`src/rtl/apb2axi_apb_master.sv`:
```
// APB3 initiator: turns a valid/ready request stream into one SETUP/ACCESS transfer at a time.
// Optional ACCESS watchdog enabled by defining APB_MASTER_TIMEOUT_EN.
module apb2axi_apb_master #(
    parameter int APB_ADDR_W     = 32,
    parameter int APB_DATA_W     = 32,
    parameter int TIMEOUT_CYCLES = 256
) (
    input  logic                  pclk,
    input  logic                  preset,
    input  logic                  req_valid,
    output logic                  req_ready,
    input  logic                  req_write,
    input  logic [APB_ADDR_W-1:0] req_addr,
    input  logic [APB_DATA_W-1:0] req_wdata,
    output logic                  rsp_valid,
    input  logic                  rsp_ready,
    output logic [APB_DATA_W-1:0] rsp_rdata,
    output logic                  rsp_err,
    output logic                  rsp_timeout,
    output logic                  busy,
    output logic                  psel,
    output logic                  penable,
    output logic                  pwrite,
    output logic [APB_ADDR_W-1:0] paddr,
    output logic [APB_DATA_W-1:0] pwdata,
    input  logic                  pready,
    input  logic                  pslverr,
    input  logic [APB_DATA_W-1:0] prdata
);

    typedef enum logic [1:0] {ST_IDLE, ST_SETUP, ST_ACCESS, ST_RESP} state_t;

    state_t                state_q;
    logic                  psel_q, penable_q, pwrite_q;
    logic [APB_ADDR_W-1:0] paddr_q;
    logic [APB_DATA_W-1:0] pwdata_q;
    logic                  rsp_valid_q, rsp_err_q, rsp_timeout_q;
    logic [APB_DATA_W-1:0] rsp_rdata_q;
    logic                  timeout_hit;

`ifdef APB_MASTER_TIMEOUT_EN
    localparam int CNT_W = $clog2(TIMEOUT_CYCLES + 1);
    logic [CNT_W-1:0] wait_cnt_q;

    assign timeout_hit = (wait_cnt_q == CNT_W'(TIMEOUT_CYCLES));

    // Cleared during SETUP so it reads zero on the first ACCESS cycle.
    always_ff @(posedge pclk or posedge preset) begin
        if (preset) begin
            wait_cnt_q <= '0;
        end else if (state_q == ST_SETUP) begin
            wait_cnt_q <= '0;
        end else if (state_q == ST_ACCESS && !pready && !timeout_hit) begin
            wait_cnt_q <= wait_cnt_q + 1'b1;
        end
    end
`else
    // Never true: without the watchdog ACCESS waits for pready indefinitely.
    assign timeout_hit = (TIMEOUT_CYCLES < 0);
`endif

    assign req_ready = !preset && ((state_q == ST_IDLE) || (state_q == ST_RESP && rsp_ready));

    always_ff @(posedge pclk or posedge preset) begin
        if (preset) begin
            state_q       <= ST_IDLE;
            psel_q        <= 1'b0;
            penable_q     <= 1'b0;
            pwrite_q      <= 1'b0;
            paddr_q       <= '0;
            pwdata_q      <= '0;
            rsp_valid_q   <= 1'b0;
            rsp_err_q     <= 1'b0;
            rsp_timeout_q <= 1'b0;
            rsp_rdata_q   <= '0;
        end else begin
            case (state_q)
                ST_IDLE: begin
                    if (req_valid) begin
                        pwrite_q  <= req_write;
                        paddr_q   <= req_addr;
                        pwdata_q  <= req_write ? req_wdata : '0;
                        psel_q    <= 1'b1;
                        penable_q <= 1'b0;
                        state_q   <= ST_SETUP;
                    end
                end
                ST_SETUP: begin
                    penable_q <= 1'b1;
                    state_q   <= ST_ACCESS;
                end
                ST_ACCESS: begin
                    if (pready) begin
                        psel_q        <= 1'b0;
                        penable_q     <= 1'b0;
                        rsp_valid_q   <= 1'b1;
                        rsp_rdata_q   <= pwrite_q ? '0 : prdata;
                        rsp_err_q     <= pslverr;
                        rsp_timeout_q <= 1'b0;
                        state_q       <= ST_RESP;
                    end else if (timeout_hit) begin
                        psel_q        <= 1'b0;
                        penable_q     <= 1'b0;
                        rsp_valid_q   <= 1'b1;
                        rsp_rdata_q   <= '0;
                        rsp_err_q     <= 1'b1;
                        rsp_timeout_q <= 1'b1;
                        state_q       <= ST_RESP;
                    end
                end
                ST_RESP: begin
                    if (rsp_ready) begin
                        rsp_valid_q <= 1'b0;
                        // Chained request skips IDLE and starts SETUP right away.
                        if (req_valid) begin
                            pwrite_q  <= req_write;
                            paddr_q   <= req_addr;
                            pwdata_q  <= req_write ? req_wdata : '0;
                            psel_q    <= 1'b1;
                            penable_q <= 1'b0;
                            state_q   <= ST_SETUP;
                        end else begin
                            state_q   <= ST_IDLE;
                        end
                    end
                end
                default: state_q <= ST_IDLE;
            endcase
        end
    end

    assign busy        = (state_q != ST_IDLE);
    assign psel        = psel_q;
    assign penable     = penable_q;
    assign pwrite      = pwrite_q;
    assign paddr       = paddr_q;
    assign pwdata      = pwdata_q;
    assign rsp_valid   = rsp_valid_q;
    assign rsp_rdata   = rsp_rdata_q;
    assign rsp_err     = rsp_err_q;
    assign rsp_timeout = rsp_timeout_q;

endmodule
```
`config.mk`:
```
export PLATFORM = sky130hd
export DESIGN_NAME = apb2axi_apb_master
export DESIGN_NICKNAME = d
export VERILOG_FILES = /design/src/rtl/apb2axi_apb_master.sv
export SDC_FILE = /design/constraint.sdc
export NUM_CORES = 1
export LEC_CHECK = 0
export ABC_AREA = 1
export ABC_CLOCK_PERIOD_IN_PS = 3200
export CAP_MARGIN = 40
export CORE_ASPECT_RATIO = 0.8
export CORE_MARGIN = 5
export CORE_UTILIZATION = 50
export DETAILED_ROUTE_END_ITERATION = 10
export DONT_BUFFER_PORTS = 1
export PLACE_DENSITY_LB_ADDON = 0.15
export SETUP_SLACK_MARGIN = 0.4
export SYNTH_ARGS = -nofsm -noshare
export SYNTH_HDL_FRONTEND = slang
export SYNTH_SLANG_ARGS = --single-unit
```
`constraint.sdc`:
```
create_clock -name pclk -period 3.2 [get_ports pclk]
set_input_delay 0.32 -clock pclk [delete_from_list [all_inputs] [get_ports pclk]]
set_output_delay 0.32 -clock pclk [all_outputs]
set_load 0.005 [all_outputs]
```
==> results of run 1 <==
where the power goes:
group          switching [W]  total (W)  internal [W]
Sequential          0.000509    0.00240       0.00189
Clock               0.000459   0.000984      0.000525
Combinational       0.000857    0.00132      0.000461
Total                0.00182    0.00470       0.00287
critical path, cell delays in order, from the launching register on:
cell,delay (ps)
dfrtp_1,420
inv_1,130
ha_1,240
nor2_1,240
nor2_4,50
nand2_2,180
buf_4,500
nand2_1,100
nand2_1,90
cells in the mapped netlist:
master    number  area (um^2)
a211oi_1       1         7.51
a21oi_1        1         5.00
buf_1          3         11.3
buf_2          8         40.0
buf_4          8         60.1
buf_6          5         56.3
clkbuf_1      12         45.0
conb_1         1         3.75
dfrtp_1      103         2580
ha_1           6         75.1
inv_1         11         41.3
inv_2          1         3.75
nand2_1      246          923
nand2_2        1         6.26
nand3_1       41          205
nand3b_1      33          248
nor2_1         5         18.8
nor2_2         1         6.26
o21ai_0       32          160
or2_2          1         6.26
stage by stage:
| step | hold WS, ps | std cells | total power (W) | utilization |
|---|---|---|---|---|
| 3_3_place_gp | 372 | 604 | 0.00366 | 0.504 |
| 6_report | -11.4 | 621 | 0.00470 | 0.540 |
| 5_1_grt | 36.2 | 621 | 0.00510 | 0.540 |
| 2_1_floorplan | 464 | 520 | 0.00339 | - |
| 4_1_cts | 14.7 | 621 | 0.00478 | 0.540 |
| 3_5_place_dp | 377 | 606 | 0.00379 | 0.510 |
cell type report:
class                           count  area [um^2]  area share
Clock buffer                       10          229      0.0476
Clock inverter                      5         35.0     0.00728
Inverter                           12         48.8      0.0101
Multi-Input combinational cell    369         1680       0.348
Sequential cell                   103         2580       0.535
Tap cell                          115          144      0.0299
Timing Repair Buffer                7          105      0.0218
path summary, 6_finish.rpt:
check	to	slack, ps	cells after the start
worst max register to register	pwdata[23]	1140	8
worst max-delay path	pwdata[23]	1140	8
worst min-delay path	rsp_rdata[2]	-10	1
min in group pclk	rsp_rdata[9]	120	2
max in group asynchronous	paddr[15]	2470	2
worst min register to register	paddr[12]	500	2
state kept, by name (all words and copies together) (netlist names):
signal / cells
rsp_valid: 1
pwrite: 1
pwdata: 32
paddr: 32
state_q: 2
psel: 1
rsp_rdata: 32
rsp_err: 1
penable: 1
metal layers:
layer	track usage	routed length, um	vias to the layer above
met2	0.300	4970	132
li1	-	-	1601
met3	0.0903	1270	15
met5	0	0	-
met1	0.246	4350	1547
met4	0.0628	171	0
logic make-up after synthesis:
| group | synth area share |
|---|---|
| other | 0.000833 |
| AND/OR/NAND/NOR | 0.314 |
| buffers and inverters | 0.0573 |
| flip-flops | 0.573 |
| AO/OA/AOI/OAI | 0.0384 |
| adder cells (fa/ha/maj) | 0.0167 |
==> flow_summary.json, run 1 <==
{
  "status": "finished, violations left",
  "violations": "hold timing",
  "initial_core_util": 0.504,
  "yosys.cell_types.count": 20,
  "io_pins": 207,
  "crit_start": "state_q[0]",
  "tns_ps": 0,
  "antenna_cells": 0,
  "ys_seq_area_frac": 0.573,
  "vdd_ir_drop_max_v": 0.000402,
  "cts_post_setup_buffers_inserted": 0,
  "hold_viol": 17,
  "p_per_area_nw_per_um2": 976,
  "cp-start-kind": "flip-flop",
  "hold_class": "input port to asynchronous set/reset pin",
  "endpoint_kind": "flip-flop",
  "cp.arrival_ps": 2330,
  "vias_per_cell": 5.31,
  "cts-root-buf": "clkbuf_16",
  "first_pass_iters": 4,
  "fp.dieH_um": 94.9,
  "syn_avg_cell_area_um2": 8.65,
  "setup_ws_ps": 1140,
  "final_common_cell": "nand2_1",
  "portBuffers": 0,
  "ant_nets": 0,
  "placed_cell_area_um2": 4550,
  "nFillCells": 861,
  "dp_hpwl_mm": 7.58,
  "gp_congestion": 0.764,
  "drt-initial-drc-count": 254,
  "clock_path_buffers": 2,
  "rsz0062_at_grt": "no",
  "clock_skew_ps": 8.03,
  "max_slew_margin": 0.475,
  "die-area_um2": 11000,
  "grt_pass1_vias": 3268,
  "crit_type": "flip-flop to flip-flop",
  "drcViolationCount": 0,
  "cts_tree": "built",
  "max_freq_mhz": 485,
  "drt-total-wl_mm": 10.8,
  "stdcell_area_um2": 4810,
  "power.leakage_nw": 2.53,
  "post_drt_wl_per_cell_um": 17.3,
  "cts_resized": 0,
  "place_ws_ps": 1120,
  "min_period_ps": 2060,
  "drive_above_1_share": 0.0553,
  "finalCritPeriodShare": 0.644,
  "rows": 31,
  "drv_slew": 0,
  "r2r_start": "state_q[0]",
  "clk_pin_slew_ps": 70,
  "yosysWarnings": 0,
  "cts_sinks": 103,
  "grt_start_max_net_pins": 72,
  "worst_slew_pin_slew_ps": 786,
  "cts_buffers": 9,
  "via_count": 3295,
  "grt_pass1_wl_mm": 16.8,
  "fin_hold_ws_ps": -11.4,
  "max_cap_violations": 0,
  "synthCells": 520,
  "cts_max_level": 3,
  "die_x_um": 116,
  "synth_nets": 629,
  "setup_viol": 0,
  "grt_antenna_before_repair": 0,
  "worstPathMaxFanout": 55,
  "synth_seq_cells": 103,
  "nets": 611,
  "grt_use_total": 0.195,
  "syn_area_um2": 4500,
  "coreArea_um2": 8920,
  "crit_required_ps": 3470,
  "cts-hold-fix-buffers": 0,
  "clock_latency_ps": 340,
  "area_delta_synth_final_pct": 6.98,
  "grt.overflow.total": 0,
  "layout_common_cells": "244 x nand2_1, 103 x dfrtp_1, 41 x nand3_1"
}
Power figures use the tool's default switching activity.
==> run 2, diff against run 1 <==
--- a/config.mk
+++ b/config.mk
@@ -6,7 +6,7 @@
 export NUM_CORES = 1
 export LEC_CHECK = 0
 export ABC_AREA = 1
-export ABC_CLOCK_PERIOD_IN_PS = 3200
+export ABC_CLOCK_PERIOD_IN_PS = 1750
 export CAP_MARGIN = 40
 export CORE_ASPECT_RATIO = 0.8
 export CORE_MARGIN = 5
==> constraint.sdc (replaced) <==
create_clock -name pclk -period 1.75 [get_ports pclk]
set_input_delay 0.175 -clock pclk [delete_from_list [all_inputs] [get_ports pclk]]
set_output_delay 0.175 -clock pclk [all_outputs]
set_load 0.005 [all_outputs]
==> run 2 against run 1 <==
  * The run now ends clean
  * First-iteration DRC count is 31% higher
  * Via count is 21% higher
  * Clock power rose by 93%
  * Design area rose by 42%
  * Largest power group is now combinational cells
  * Non-clock buffer count rose by 112
  * Critical path depth is 1 higher
==> flow_summary.json, run 2 (synthesized netlist as in run 1, its figures left out) <==
{
  "status": "finished, final reports clean",
  "timing.critical_path.mode_cell": "nor2_4",
  "setup_ws_ps": 125,
  "grt_use_total": 0.252,
  "endpoint_kind": "flip-flop",
  "switchingPower_w": 0.00464,
  "total_power_w": 0.0118,
  "initial_core_util": 0.504,
  "rsz0062_at_grt": "yes",
  "pwr-share-comb": 0.443,
  "crit_type": "flip-flop to flip-flop",
  "cpLargestDelayFamily": "simple AND/OR/NAND/NOR gates",
  "antenna_cells": 0,
  "layout_common_cells": "150 x nand2_1, 101 x dfrtp_1, 69 x dlygate4sd3_1",
  "gp_congestion": 0.780,
  "r2r_start": "state_q[0]",
  "dp_hpwl_mm": 7.56,
  "finalCritPeriodShare": 0.928,
  "cp.arrival_ps": 1840,
  "clk_pin_slew_ps": 70,
  "crit_required_ps": 1960,
  "cts_sinks": 103,
  "rows": 31,
  "cts_max_level": 3,
  "cts-root-buf": "clkbuf_16",
  "drcViolationCount": 0,
  "hold_viol": 0,
  "reg2reg_setup_slack_ps": 130,
  "setup_viol": 0,
  "die_x_um": 116,
  "grt_pass1_wl_mm": 21.2,
  "first_pass_iters": 4,
  "place_ws_ps": 192,
  "pwr-share-seq": 0.395,
  "intPower_w": 0.00717,
  "cp-start-kind": "flip-flop",
  "post_drt_wl_per_cell_um": 20.1,
  "area_delta_synth_final_pct": 51.9,
  "drt-total-wl_mm": 14.7,
  "vdd_ir_drop_max_v": 0.00102,
  "max_cap_violations": 0,
  "hold_start": "req_write",
  "p_clk_frac": 0.161,
  "swShare": 0.393,
  "io_pins": 207,
  "final_core_util": 0.766,
  "worstPathMaxFanout": 8,
  "grt.overflow.total": 0,
  "cts_tree": "built",
  "critical_path.cell_chain": "inv_2 -> ha_4 -> nor2_4 -> nor2_4 -> nand2_4 -> buf_6 -> buf_16 -> nand2_2 -> nand2_1",
  "crit_start": "state_q[0]",
  "clock_latency_ps": 330,
  "cts_buffers": 9,
  "final_common_cell": "nand2_1",
  "hold_class": "input port to flip-flop",
  "drt-initial-drc-count": 333,
  "grt_start_max_net_pins": 41,
  "clock_path_buffers": 2,
  "drive_above_1_share": 0.299,
  "vias_per_cell": 5.42,
  "nets": 723,
  "grt_antenna_before_repair": 0,
  "portBuffers": 0,
  "cp_slowest_stage_delay_ps": 450,
  "tns_ps": 0,
  "power.leakage_nw": 3.37,
  "drv_slew": 0,
  "grt_pass1_vias": 4028,
  "via_count": 3979,
  "die-area_um2": 11000,
  "slowest_stage": "dfrtp_2",
  "p_per_area_nw_per_um2": 1730,
  "clock_skew_ps": 9.70,
  "path_buf_inv": 3,
  "max_freq_mhz": 616,
  "min_period_ps": 1620,
  "coreArea_um2": 8920,
  "ant_nets": 0,
  "nFillCells": 589,
  "fp.dieH_um": 94.9
}
-- run 2: worst paths after layout --
kind | endpoint | cells after the start
setup / recovery | paddr[7] | 9
hold / removal | pwdata[11] | 3
setup reg to reg | paddr[7] | 9
hold reg to reg | pwdata[14] | 2
max in group asynchronous | paddr[7] | 3
min in group asynchronous | state_q[0] | 2
-- run 2: layout make-up --
cell class              instances  area (um^2)  area share
repair buffers                119         1580       0.231
clock inverters                 2         13.8     0.00201
inverters                      12         51.3     0.00750
clock buffers                  14          274      0.0401
well taps                     115          144      0.0210
multi-input cells             369         2190       0.321
flip-flops and latches        103         2580       0.377
-- run 2: repair_timing --
action | 4_1_cts | 5_1_grt
hold buffers | 69 | 0
setup endpoints to repair | 104 | 105
gates resized for setup | 72 | 129
pin swaps | 7 | 12
endpoints found under the hold margin | 82 | 0
cloned | 13 | 6
setup buffers | 16 | 3
-- run 2: power by group through the flow --
stage	combinational (W)	clock [W]	sequential [W]
after CTS	0.00422	0.00195	0.00445
after floorplan	0.00214	0	0.00412
final	0.00523	0.00190	0.00467
after detailed placement	0.00253	0	0.00443
after global placement	0.00240	0	0.00443
after global routing	0.00571	0.00205	0.00477
-- run 2: metal layers --
| metal | global-route usage | vias up | routed length (um) |
|---|---|---|---|
| li1 | - | 1841 | - |
| met1 | 0.318 | 1939 | 5550 |
| met2 | 0.421 | 189 | 7580 |
| met3 | 0.0769 | 10 | 1480 |
| met4 | 0.0696 | 0 | 127 |
| met5 | 0 | - | 0 |
-- run 2: per-stage QoR --
step	cell area [um^2]	hold WS (ps)	std cells
floorplan	4530	319	520
global placement	4610	83.1	611
detailed placement	4610	85.1	611
CTS	6290	29.6	725
global route	6840	45.0	734
finish	6840	41.2	734
-- run 2: tightest hold or removal path, cell delays in order --
cell and delay (ps):
nand2_1 30, nand3b_1 90, nand2_1 50
==> run 3, diff against run 2 <==
--- a/config.mk
+++ b/config.mk
@@ -6,11 +6,11 @@
 export NUM_CORES = 1
 export LEC_CHECK = 0
 export ABC_AREA = 1
-export ABC_CLOCK_PERIOD_IN_PS = 1750
+export ABC_CLOCK_PERIOD_IN_PS = 1500
 export CAP_MARGIN = 40
 export CORE_ASPECT_RATIO = 0.8
 export CORE_MARGIN = 5
-export CORE_UTILIZATION = 50
+export CORE_UTILIZATION = 55
 export DETAILED_ROUTE_END_ITERATION = 10
 export DONT_BUFFER_PORTS = 1
 export PLACE_DENSITY_LB_ADDON = 0.15
==> constraint.sdc (replaced) <==
create_clock -name pclk -period 1.5 [get_ports pclk]
set_input_delay 0.15 -clock pclk [delete_from_list [all_inputs] [get_ports pclk]]
set_output_delay 0.15 -clock pclk [all_outputs]
set_load 0.005 [all_outputs]
==> run 3 against run 2 <==
  * Power grew 2.9%
  * Largest power group is now sequential cells
  * Core utilization rose by 6.8 points
  * Combinational power grew 2%
  * Largest cell class unchanged
  * The run now ends with hold timing, setup timing left
  * Critical path depth fell by 1
==> flow_summary.json, run 3 (synthesized netlist as in run 1, its figures left out) <==
{
  "coreArea_um2": 7950,
  "drt-total-wl_mm": 15.3,
  "io_pins": 207,
  "fin_hold_ws_ps": -7.48,
  "drive_above_1_share": 0.228,
  "die_x_um": 111,
  "endpoint_kind": "flip-flop",
  "layout_common_cells": "217 x nand2_1, 103 x dfrtp_1, 96 x dlygate4sd3_1",
  "worst_slew_pin_slew_ps": 557,
  "initial_core_util": 0.566,
  "timing.critical_path.mode_cell": "buf_6",
  "violations": "hold timing, setup timing",
  "placed_cell_area_um2": 4710,
  "grt_use_total": 0.275,
  "cts_buffers": 9,
  "drv_slew": 0,
  "setup_ws_ps": -87.7,
  "grt_pass1_wl_mm": 22.3,
  "vias_per_cell": 5.70,
  "post_drt_wl_per_cell_um": 20.6,
  "via_count": 4239,
  "power.leakage_nw": 3.27,
  "crit_type": "flip-flop to flip-flop",
  "worstPathMaxFanout": 8,
  "cts_max_level": 3,
  "grt_antenna_before_repair": 0,
  "portBuffers": 0,
  "layout.cells.non_filler": 744,
  "cp_slowest_stage_delay_ps": 440,
  "grt.overflow.total": 0,
  "first_pass_iters": 5,
  "critical_path.cell_chain": "inv_2 -> buf_6 -> buf_6 -> ha_4 -> nand2_8 -> buf_12 -> buf_16 -> o21ai_2",
  "clock_path_buffers": 2,
  "rows": 29,
  "hold_viol": 1,
  "total_power_w": 0.0121,
  "gp_congestion": 0.908,
  "final_common_cell": "nand2_1",
  "ant_nets": 0,
  "min_period_ps": 1590,
  "placedCellCount": 606,
  "crit_required_ps": 1780,
  "rsz0062_at_grt": "yes",
  "fp.dieH_um": 90.9,
  "cp-start-kind": "flip-flop",
  "nets": 741,
  "max_freq_mhz": 630,
  "cp.arrival_ps": 1870,
  "status": "finished, violations left",
  "clk_pin_slew_ps": 90,
  "max_cap_violations": 0,
  "setup_viol": 82,
  "clock_latency_ps": 360,
  "drt-initial-drc-count": 416,
  "dp_hpwl_mm": 7.89,
  "finalCritPeriodShare": 1.06,
  "cts_sinks": 103,
  "antenna_cells": 0,
  "drcViolationCount": 0,
  "slowest_stage": "dfrtp_1",
  "max_slew_margin": 0.628,
  "stdcell_area_um2": 6630,
  "die-area_um2": 10100,
  "grt_pass1_vias": 4128,
  "hold_class": "input port to flip-flop",
  "clock_skew_ps": 10.3,
  "final_core_util": 0.835,
  "vdd_ir_drop_max_v": 0.00109,
  "area_delta_synth_final_pct": 47.4,
  "grt_start_max_net_pins": 104,
  "cts_tree": "built",
  "p_per_area_nw_per_um2": 1830,
  "cts-root-buf": "clkbuf_8"
}
==> run 3: cell count changes in the layout (fill, tap and decap cells not counted), sizes merged <==
cell / change
clkinvlp: +3
dlygate4sd3: +27
clkbuf: -9
buf: -4
==> run 3: final timing paths <==
check                           startpoint       endpoint  slack [ps]  depth (start not counted)
worst max-delay path            state_q[0]  rsp_rdata[26]         -90                          8
worst min-delay path             req_write     pwdata[14]          -7                          3
worst max register to register  state_q[0]  rsp_rdata[26]         -90                          8
worst min register to register    paddr[2]       paddr[2]         510                          2
max in group asynchronous           preset      pwdata[6]         670                          3
min in group asynchronous           preset        penable         380                          3
==> run 3: layout make-up <==
type                            count  area [um^2]
Clock inverter                      5         36.3
Inverter                           12         51.3
Sequential cell                   103         2580
Tap cell                          108          135
Multi-Input combinational cell    369         2110
Timing Repair Buffer              137         1590
Clock buffer                       10          128
Fill cell                         411         1310
==> run 3: critical path: cells and delay by family, from the launching register on <==
kind	cells	cell delay, ps
compound gates	1	170
fa+ha+maj	1	170
buf+inv	5	610
flops	1	440
simple gates	1	120
==> run 3: metrics by stage <==
step	TNS, ps	setup WS (ps)
global route	-7000	-124
finish	-3100	-87.7
global placement	0	66.5
floorplan	0	118
detailed placement	0	8.18
CTS	-149	-25.2
==> run 3: metal layers <==
metal	up-vias	share of wire	global-route usage
li1	1870	-	-
met2	267	0.51	0.457
met4	0	0.033	0.0973
met3	54	0.096	0.0757
met5	-	0	0
met1	2048	0.36	0.349
==> run 3: timing repair <==
item                                    in CTS  in global routing
resized for setup                           82                 52
pin swaps                                   11                 11
setup buffers                               11                  6
hold endpoints to repair                   197                  0
endpoints found under the setup margin     105                105
gates cloned                                 8                  1
hold buffers                                96                  0
==> run 3: power breakdown <==
part | leakage, nW | total (W) | switching [W] | internal, W
clock network | 0.0744 | 0.00153 | 0.000938 | 0.000595
registers | 1.31 | 0.00531 | 0.00129 | 0.00402
logic | 1.88 | 0.00531 | 0.00291 | 0.00240
total | 3.27 | 0.0121 | 0.00513 | 0.00701
